==> src/rtl/fb_pixel_serializer_if.sv <==
// Framebuffer word stream in, pixel stream out, bundled for the serializer.
// slave = serializer side, master = rasterizer/display side.
interface fb_pixel_serializer_if #(
    parameter int CMD_STREAM_WIDTH = 64,
    parameter int PIXEL_WIDTH      = 16
);
    logic                        s_fb_axis_tvalid;
    logic                        s_fb_axis_tready;
    logic                        s_fb_axis_tlast;
    logic [CMD_STREAM_WIDTH-1:0] s_fb_axis_tdata;

    logic                        m_pix_axis_tvalid;
    logic                        m_pix_axis_tready;
    logic [PIXEL_WIDTH-1:0]      m_pix_axis_tdata;
    logic                        m_pix_axis_tuser;
    logic                        m_pix_axis_tlast;

    modport slave (
        input  s_fb_axis_tvalid,
        output s_fb_axis_tready,
        input  s_fb_axis_tlast,
        input  s_fb_axis_tdata,
        output m_pix_axis_tvalid,
        input  m_pix_axis_tready,
        output m_pix_axis_tdata,
        output m_pix_axis_tuser,
        output m_pix_axis_tlast
    );

    modport master (
        output s_fb_axis_tvalid,
        input  s_fb_axis_tready,
        output s_fb_axis_tlast,
        output s_fb_axis_tdata,
        input  m_pix_axis_tvalid,
        output m_pix_axis_tready,
        input  m_pix_axis_tdata,
        input  m_pix_axis_tuser,
        input  m_pix_axis_tlast
    );
endinterface

==> src/rtl/fb_pixel_serializer.sv <==
// Splits packed framebuffer words into a raster-timed pixel stream.
// Define FB_PIXEL_SERIALIZER_BYTE_SWAP_EN to swap pixel bytes for SPI/8080 panels.
module fb_pixel_serializer #(
    parameter int CMD_STREAM_WIDTH = 64,
    parameter int PIXEL_WIDTH      = 16,
    parameter int X_RESOLUTION     = 128,
    parameter int Y_RESOLUTION     = 128
) (
    input  logic                       aclk,
    input  logic                       resetn,
    fb_pixel_serializer_if.slave       bus,
    output logic                       frame_done
);

    localparam int LANES = CMD_STREAM_WIDTH / PIXEL_WIDTH;
    localparam int LW    = (LANES > 1) ? $clog2(LANES) : 1;
    localparam int XW    = $clog2(X_RESOLUTION);
    localparam int YW    = (Y_RESOLUTION > 1) ? $clog2(Y_RESOLUTION) : 1;

    localparam logic [LW-1:0] LANE_MAX = LW'(LANES - 1);
    localparam logic [XW-1:0] X_MAX    = XW'(X_RESOLUTION - 1);
    localparam logic [YW-1:0] Y_MAX    = YW'(Y_RESOLUTION - 1);

    if (CMD_STREAM_WIDTH % PIXEL_WIDTH != 0) begin : g_bad_width
        $error("CMD_STREAM_WIDTH must be a multiple of PIXEL_WIDTH");
    end
    if (X_RESOLUTION < 2 || Y_RESOLUTION < 1) begin : g_bad_res
        $error("X_RESOLUTION >= 2 and Y_RESOLUTION >= 1 required");
    end

    typedef enum logic {
        EMPTY,
        HOLD
    } state_t;

    state_t                      state_q, state_d;
    logic [CMD_STREAM_WIDTH-1:0] word_q, word_d;
    logic                        wlast_q, wlast_d;
    logic [LW-1:0]               lane_q, lane_d;
    logic [XW-1:0]               x_q, x_d;
    logic [YW-1:0]               y_q, y_d;
    logic                        frame_done_q, frame_done_d;

    logic                        fb_hs;
    logic                        pix_hs;
    logic                        lane_last;
    logic                        x_last;
    logic                        y_last;
    logic                        last_acc;
    logic                        frame_end;
    logic [PIXEL_WIDTH-1:0]      lane_pix;

    assign lane_last = (lane_q == LANE_MAX);
    assign x_last    = (x_q == X_MAX);
    assign y_last    = (y_q == Y_MAX);

    // Ready is gated by resetn so the upstream never sees ready during reset.
    assign bus.s_fb_axis_tready = resetn &
        ((state_q == EMPTY) | (lane_last & bus.m_pix_axis_tready));

    assign fb_hs    = bus.s_fb_axis_tvalid & bus.s_fb_axis_tready;
    assign pix_hs   = bus.m_pix_axis_tvalid & bus.m_pix_axis_tready;
    assign last_acc = pix_hs & lane_last;

    // Word tlast and raster end can coincide; both fold into one pulse.
    assign frame_end = (last_acc & wlast_q) | (pix_hs & x_last & y_last);

    always_comb begin
        lane_pix = '0;
        for (int i = 0; i < LANES; i++) begin
            if (lane_q == LW'(i)) begin
                lane_pix = word_q[i*PIXEL_WIDTH +: PIXEL_WIDTH];
            end
        end
    end

`ifdef FB_PIXEL_SERIALIZER_BYTE_SWAP_EN
    assign bus.m_pix_axis_tdata = {lane_pix[PIXEL_WIDTH/2-1:0],
                                   lane_pix[PIXEL_WIDTH-1:PIXEL_WIDTH/2]};
`else
    assign bus.m_pix_axis_tdata = lane_pix;
`endif

    assign bus.m_pix_axis_tvalid = (state_q == HOLD);
    assign bus.m_pix_axis_tuser  = (x_q == '0) & (y_q == '0);
    assign bus.m_pix_axis_tlast  = x_last;
    assign frame_done            = frame_done_q;

    always_comb begin
        state_d      = state_q;
        word_d       = word_q;
        wlast_d      = wlast_q;
        lane_d       = lane_q;
        x_d          = x_q;
        y_d          = y_q;
        frame_done_d = 1'b0;

        unique case (state_q)
            EMPTY: begin
                if (fb_hs) begin
                    state_d = HOLD;
                end
            end
            HOLD: begin
                if (last_acc && !fb_hs) begin
                    state_d = EMPTY;
                end
            end
            default: state_d = EMPTY;
        endcase

        if (fb_hs) begin
            word_d  = bus.s_fb_axis_tdata;
            wlast_d = bus.s_fb_axis_tlast;
        end

        if (pix_hs) begin
            lane_d = lane_last ? '0 : lane_q + 1'b1;
            if (frame_end) begin
                x_d          = '0;
                y_d          = '0;
                frame_done_d = 1'b1;
            end else if (x_last) begin
                x_d = '0;
                y_d = y_q + 1'b1;
            end else begin
                x_d = x_q + 1'b1;
            end
        end
    end

    always_ff @(posedge aclk or negedge resetn) begin
        if (!resetn) begin
            state_q      <= EMPTY;
            word_q       <= '0;
            wlast_q      <= 1'b0;
            lane_q       <= '0;
            x_q          <= '0;
            y_q          <= '0;
            frame_done_q <= 1'b0;
        end else begin
            state_q      <= state_d;
            word_q       <= word_d;
            wlast_q      <= wlast_d;
            lane_q       <= lane_d;
            x_q          <= x_d;
            y_q          <= y_d;
            frame_done_q <= frame_done_d;
        end
    end

endmodule

==> src/flat_wrapper.sv <==
// flat-port wrapper written by rule: the top's interface ports become plain ports
module fb_pixel_serializer_flat 
#(
    parameter int CMD_STREAM_WIDTH = 64,
    parameter int PIXEL_WIDTH      = 16,
    parameter int X_RESOLUTION     = 128,
    parameter int Y_RESOLUTION     = 128
)
  (aclk, resetn, frame_done, bus_s_fb_axis_tvalid, bus_s_fb_axis_tready, bus_s_fb_axis_tlast, bus_s_fb_axis_tdata, bus_m_pix_axis_tvalid, bus_m_pix_axis_tready, bus_m_pix_axis_tdata, bus_m_pix_axis_tuser, bus_m_pix_axis_tlast);
  fb_pixel_serializer_if #(.CMD_STREAM_WIDTH(CMD_STREAM_WIDTH), .PIXEL_WIDTH(PIXEL_WIDTH)) bus_i ();
  input  logic aclk;
  input  logic resetn;
  output logic frame_done;
  input wire logic [$bits(bus_i.s_fb_axis_tvalid)-1:0] bus_s_fb_axis_tvalid;
  output wire logic [$bits(bus_i.s_fb_axis_tready)-1:0] bus_s_fb_axis_tready;
  input wire logic [$bits(bus_i.s_fb_axis_tlast)-1:0] bus_s_fb_axis_tlast;
  input wire logic [$bits(bus_i.s_fb_axis_tdata)-1:0] bus_s_fb_axis_tdata;
  output wire logic [$bits(bus_i.m_pix_axis_tvalid)-1:0] bus_m_pix_axis_tvalid;
  input wire logic [$bits(bus_i.m_pix_axis_tready)-1:0] bus_m_pix_axis_tready;
  output wire logic [$bits(bus_i.m_pix_axis_tdata)-1:0] bus_m_pix_axis_tdata;
  output wire logic [$bits(bus_i.m_pix_axis_tuser)-1:0] bus_m_pix_axis_tuser;
  output wire logic [$bits(bus_i.m_pix_axis_tlast)-1:0] bus_m_pix_axis_tlast;
  assign bus_i.s_fb_axis_tvalid = bus_s_fb_axis_tvalid;
  assign bus_s_fb_axis_tready = bus_i.s_fb_axis_tready;
  assign bus_i.s_fb_axis_tlast = bus_s_fb_axis_tlast;
  assign bus_i.s_fb_axis_tdata = bus_s_fb_axis_tdata;
  assign bus_m_pix_axis_tvalid = bus_i.m_pix_axis_tvalid;
  assign bus_i.m_pix_axis_tready = bus_m_pix_axis_tready;
  assign bus_m_pix_axis_tdata = bus_i.m_pix_axis_tdata;
  assign bus_m_pix_axis_tuser = bus_i.m_pix_axis_tuser;
  assign bus_m_pix_axis_tlast = bus_i.m_pix_axis_tlast;
  fb_pixel_serializer #(.CMD_STREAM_WIDTH(CMD_STREAM_WIDTH), .PIXEL_WIDTH(PIXEL_WIDTH), .X_RESOLUTION(X_RESOLUTION), .Y_RESOLUTION(Y_RESOLUTION)) u_core (.aclk(aclk), .resetn(resetn), .bus(bus_i), .frame_done(frame_done));
endmodule
==> config.mk <==
export PLATFORM = sky130hd
export DESIGN_NAME = fb_pixel_serializer_flat
export DESIGN_NICKNAME = d
export VERILOG_FILES = /design/src/rtl/fb_pixel_serializer_if.sv /design/src/rtl/fb_pixel_serializer.sv /design/src/flat_wrapper.sv
export SDC_FILE = /design/constraint.sdc
export NUM_CORES = 1
export LEC_CHECK = 0
export BUFFER_PORTS_ARGS = -buffer_cell sky130_fd_sc_hd__clkbuf_2
export CAP_MARGIN = 15
export CORE_MARGIN = 4
export CORE_UTILIZATION = 45
export CTS_BUF_LIST = sky130_fd_sc_hd__clkbuf_8 sky130_fd_sc_hd__clkbuf_16
export CTS_CLUSTER_SIZE = 25
export DETAILED_ROUTE_END_ITERATION = 10
export PLACE_DENSITY = 0.71
export SLEW_MARGIN = 20
export SYNTH_ARGS = -nofsm -noshare
export SYNTH_HDL_FRONTEND = slang
export SYNTH_SLANG_ARGS = --single-unit
==> constraint.sdc <==
create_clock -name aclk -period 1.74 [get_ports aclk]
set_input_delay 0.174 -clock aclk [delete_from_list [all_inputs] [get_ports aclk]]
set_output_delay 0.174 -clock aclk [all_outputs]
set_load 0.1 [all_outputs]
**After elaboration in Yosys (flattened, before gate mapping)**

Cells that the tools add are included.

- Register bits: 83
- Input port bits: 69
- Output and inout port bits: 21
- Word-level logic and storage cells: 48

- Add/subtract/negate cells: 3
- Equal/unequal tests: 5
- Multiplexer cells: 14
- Bitwise logic cells: 12
- Reduce and logical (&&, ||, !) cells: 7

Operator list:

| operator | number |
|---|---|
| 16-bit two-way mux | 4 |
| 7-bit two-way mux | 4 |
| 7-bit by 1-bit adder with 7-bit output (second input constant) | 2 |
| 7-bit equality test (second input constant) | 2 |
| 7-bit logical NOT | 2 |
| 1-bit AND | 9 |
| 2-bit equality test (second input constant) | 2 |
| 1-bit two-way mux | 4 |
| 2-bit by 1-bit adder with 2-bit output (second input constant) | 1 |
| 2-bit by 1-bit equality test with 1-bit output (second input constant) | 1 |
| 2-bit logical NOT | 1 |
| 2-bit two-way mux | 1 |
| 1-bit bitwise OR | 2 |
| 1-bit one-hot mux with 2 select lines | 1 |
| 2-bit AND reduction | 1 |
| 2-bit nonzero test | 1 |
| 1-bit logical AND | 1 |
| 1-bit logical NOT | 1 |
| 1-bit inverter | 1 |

**Depth between registers and ports, before layout**

- Depth after elaboration: 9
- Depth in mapped cells: 8
- Depth with buffers taken out: 6

**Least setup slack after synthesis**

Ideal clock, no wire load.

- Path kind: register to output
- Start: register u_core.lane_q[0]
- End: output bus_m_pix_axis_tdata[10]
- Arrival: 3.592 ns
- Required time: 1.566 ns
- Slack: -2.026 ns
- Stages on the path, launching flop included: 7
- Path buffers: 2
- Cell sequence: dfrtp_1 -> ha_1 -> clkbuf_1 -> nor2b_1 -> buf_2 -> a221oi_1 -> o31ai_1

- Word-level cells in the longest chain between the ends: 5
- Elaborated cells between the ends (all ways): 8
- Those cells by class: 3 x eq/ne; 4 x mux; 1 x reduce/logical

Ends and longest elaborated chain:

| item | line | text |
|---|---|---|
| from (decl) | fb_pixel_serializer.sv:39 | `logic [LW-1:0] lane_q, lane_d;` |
| from (signal assigned) | fb_pixel_serializer.sv:145 | `lane_q <= lane_d;` |
| 2-bit logical NOT | fb_pixel_serializer.sv:71 | `if (lane_q == LW'(i)) begin` |
| 16-bit two-way mux (3 in a row) | fb_pixel_serializer.sv:71 |  |
| 16-bit two-way mux (*) | fb_pixel_serializer.sv:71 |  |
| to (decl) | flat_wrapper.sv:20 | `output wire logic [$bits(bus_i.m_pix_axis_tdata)-1:0] bus_m_pix_axis_tdata;` |

Mark *: on every way between the ends. The rest lies on a longest branch, timed or not.

**Final worst setup path**

- Start: register u_core.lane_q[0]
- End: output bus_m_pix_axis_tdata[3]

The elaborated chain is that of the path after synthesis.

==> impl_metrics.tcl <==
set metrics [dict create \
    yosysWarnings 0 \
    numPortBuffers 89 \
    maxCapViolCount 0 \
    yosysUniqueCellTypes 37 \
    ios 90 \
    relSlewSlack_pct 50.15 \
    status "finished, violations left" \
    cts_max_level 3 \
    ys_seq_elements 83 \
    yosys.area_share.simple_pct 10.48 \
    path_clk_slew_ns 0.08 \
    grt_pass1_wl_mm 17.36 \
    dr_total_vias 3165 \
    synth_xor_area_share_pct 0 \
    diodes 0 \
    cp_max_fo 9 \
    crit_chain "inv_4, ha_4, nor2b_4, buf_12, a221oi_2, o31ai_4, buf_12" \
    final_cell_mix "dfrtp_1, clkbuf_2, mux2_4" \
    fin_crit_sh_pct 122.9 \
    wl_mm 11.08 \
    tns_ns -7.955 \
    start_util_pct 46.79 \
    clock_latency_ns 0.35 \
    whs_ns -0.04151 \
    worst_clock_skew_ns 0.01133 \
    synth_top_family_by_area "multiplexers" \
    slowest_stage "dfrtp_2" \
    numClockSinks 83 \
    final_net_count 538 \
    cp_common_cell "buf_12" \
    synth_nets 415 \
    die_area_sq_um 10750 \
    rsz0062_at_grt "yes" \
    min_period_ns 2.138 \
    cts-root-buf "clkbuf_8" \
    cp.required_ns 1.57 \
    grt_pass1_vias 3327 \
    synth_area_leaders "dfrtp_1, mux2_4, mux2_2" \
    cp.depth 7 \
    violations "hold timing, setup timing" \
    ys_seq_area_share_pct 50.41 \
    finalWeightedCongestion 0.7866 \
    crit_path_start "u_core.lane_q[0]$_DFFE_PN0P_" \
    clk_path_buf_depth 2 \
    groute.usage.overall_pct 20.13 \
    grt_antenna_before_repair 0 \
    rows 34 \
    synthesis.area_sq_um 4120 \
    timing.fmax_mhz 467.7 \
    cp-start-kind "flip-flop" \
    cts_buffers 9 \
    layout_commonest_cell "dfrtp_1" \
    netlist.area_leader.share_pct 50.41 \
    max_stage_delay_ns 0.46 \
    worstSetupEndpointType "output port" \
    finalHoldViolCount 26 \
    viasPerCell 5.514 \
    worstPathArrival_ns 1.96 \
    tightest_slew_ns 0.7478 \
    wl_per_cell_um 19.31 \
    synthAdderAreaFrac_pct 2.429 \
    stdcell_count 574 \
    slew_viol_final 0 \
    final-setup-viol-count 79 \
    reg2regPathDepth 7 \
    holdCritPathClass "in2async" \
    syn-mean-instance-area_sq_um 12.19 \
    drcViolationCount 0 \
    drtIter0Drc 125 \
    cts_tree "done" \
    synthCells 338 \
    grt_max_degree 84 \
    drive_above_1_share_pct 58.80 \
    final.setup.worst_slack_ns -0.3980 \
    critPathKind "reg2out" \
    worst-path-buf-inv 3 \
    r2r-start "u_core.lane_q[0]$_DFFE_PN0P_" \
    placed_cells 538 \
    critPathTopFamily "buffers and inverters" \
    synth-compound-area-share_pct 11.72 \
    area_growth_pct 49.44 \
    synth_top_cell_by_area "dfrtp_1" \
    overflow 0 \
    dr.pass1.iters 4 \
    synth_mux_area_share_pct 21.32 \
    place_hpwl_mm 7.121 \
    die_h_um 103.7 \
    ant_nets 0 \
    core_sq_um 8806 \
    final_util_pct 69.92 \
    dieWidth_um 103.7 \
]
[kinds of logic (layout without fill, tap and decap cells)]
kind of cell,after synthesis,in the layout
AO/OA/AOI/OAI,70,70
flip-flops,83,83
AND/OR/NAND/NOR,84,84
multiplexers,65,65
buffers and inverters,28,156
adder cells (fa/ha/maj),8,8
[metal layers]
layer  global-route usage (%)  share of wire [%]  vias to the layer above
li1                         -                  -                     1481
met1                    25.71                 43                     1567
met2                    33.64                 51                      102
met4                    4.748                1.4                        0
met3                    6.219                4.8                       15
met5                        0                  0                        -
[state kept, by name, indices dropped and copies added, names as in the netlist]
name / flops
u_core.bus.m_pix_axis_tvalid: 1
u_core.y_q: 7
u_core.lane_q: 2
u_core.wlast_q: 1
u_core.x_q: 7
u_core.word_q: 64
u_core.frame_done: 1
[layout make-up]
cell class / instances / area, sq um
fill: 567 / 2649
multi-input combinational: 227 / 2469
sequential: 83 / 2079
timing repair buffer: 132 / 1232
tap: 108 / 135.1
clock buffer: 9 / 123.9
clock inverter: 7 / 85.08
inverter: 8 / 32.53
[timing repair]
item                                    CTS  global route
hold buffers                              0             0
pin swaps                                17            13
resized for setup                        41            26
gates cloned                              2             1
setup buffers                             4            13
endpoints found under the setup margin   26            87
[per-stage QoR]
step | setup WS, ns | hold slack, ns | cell area, sq um
global placement | -0.05534 | 0.4088 | 5404
global route | -0.4687 | 0.01650 | 6157
floorplan | -0.4521 | -0.1216 | 4459
CTS | -0.3703 | 0.03672 | 5917
finish | -0.3980 | -0.04151 | 6157
detailed placement | -0.1244 | 0.4084 | 5404
[synth_stat cells]
master      n
nor2b_1    16
or3_1       2
mux2_2     26
nor3_1      2
a31oi_1     2
nand2_2     2
o2bb2ai_1   1
ha_1        8
clkbuf_1   11
a221o_1     1
o311ai_0    1
or4_1       2
nand4_1     3
nand3b_1    1
o211ai_1    1
o31ai_1    17
buf_4       1
and2_1      3
o22ai_1     1
nor4b_1     2
a21oi_1     7
a221oi_1   15
nor2_1      3
nand3_1     8
a21boi_2    1
inv_1       8
mux2_4     39
nand2b_1    2
o41ai_1     1
nor4_1      2
o21ai_0    20
dfrtp_1    83
and3_1      3
buf_6       5
nand2_1    33
a21o_1      2
buf_2       3
[worst paths after layout]
| kind | to | slack (ns) |
|---|---|---|
| worst max-delay path | bus_m_pix_axis_tdata[3] | -0.40 |
| worst min-delay path | u_core.word_q[45]$_DFFE_PN0P_ | -0.04 |
| worst max register to register | u_core.word_q[18]$_DFFE_PN0P_ | -0.05 |
| worst min register to register | u_core.word_q[35]$_DFFE_PN0P_ | 0.51 |
| max in group asynchronous | u_core.lane_q[0]$_DFFE_PN0P_ | 1.24 |
| min in group aclk | u_core.word_q[47]$_DFFE_PN0P_ | 0.05 |
Power is not shown: default switching activity piles up to over one toggle a cycle in this logic, so the estimate is an artifact.
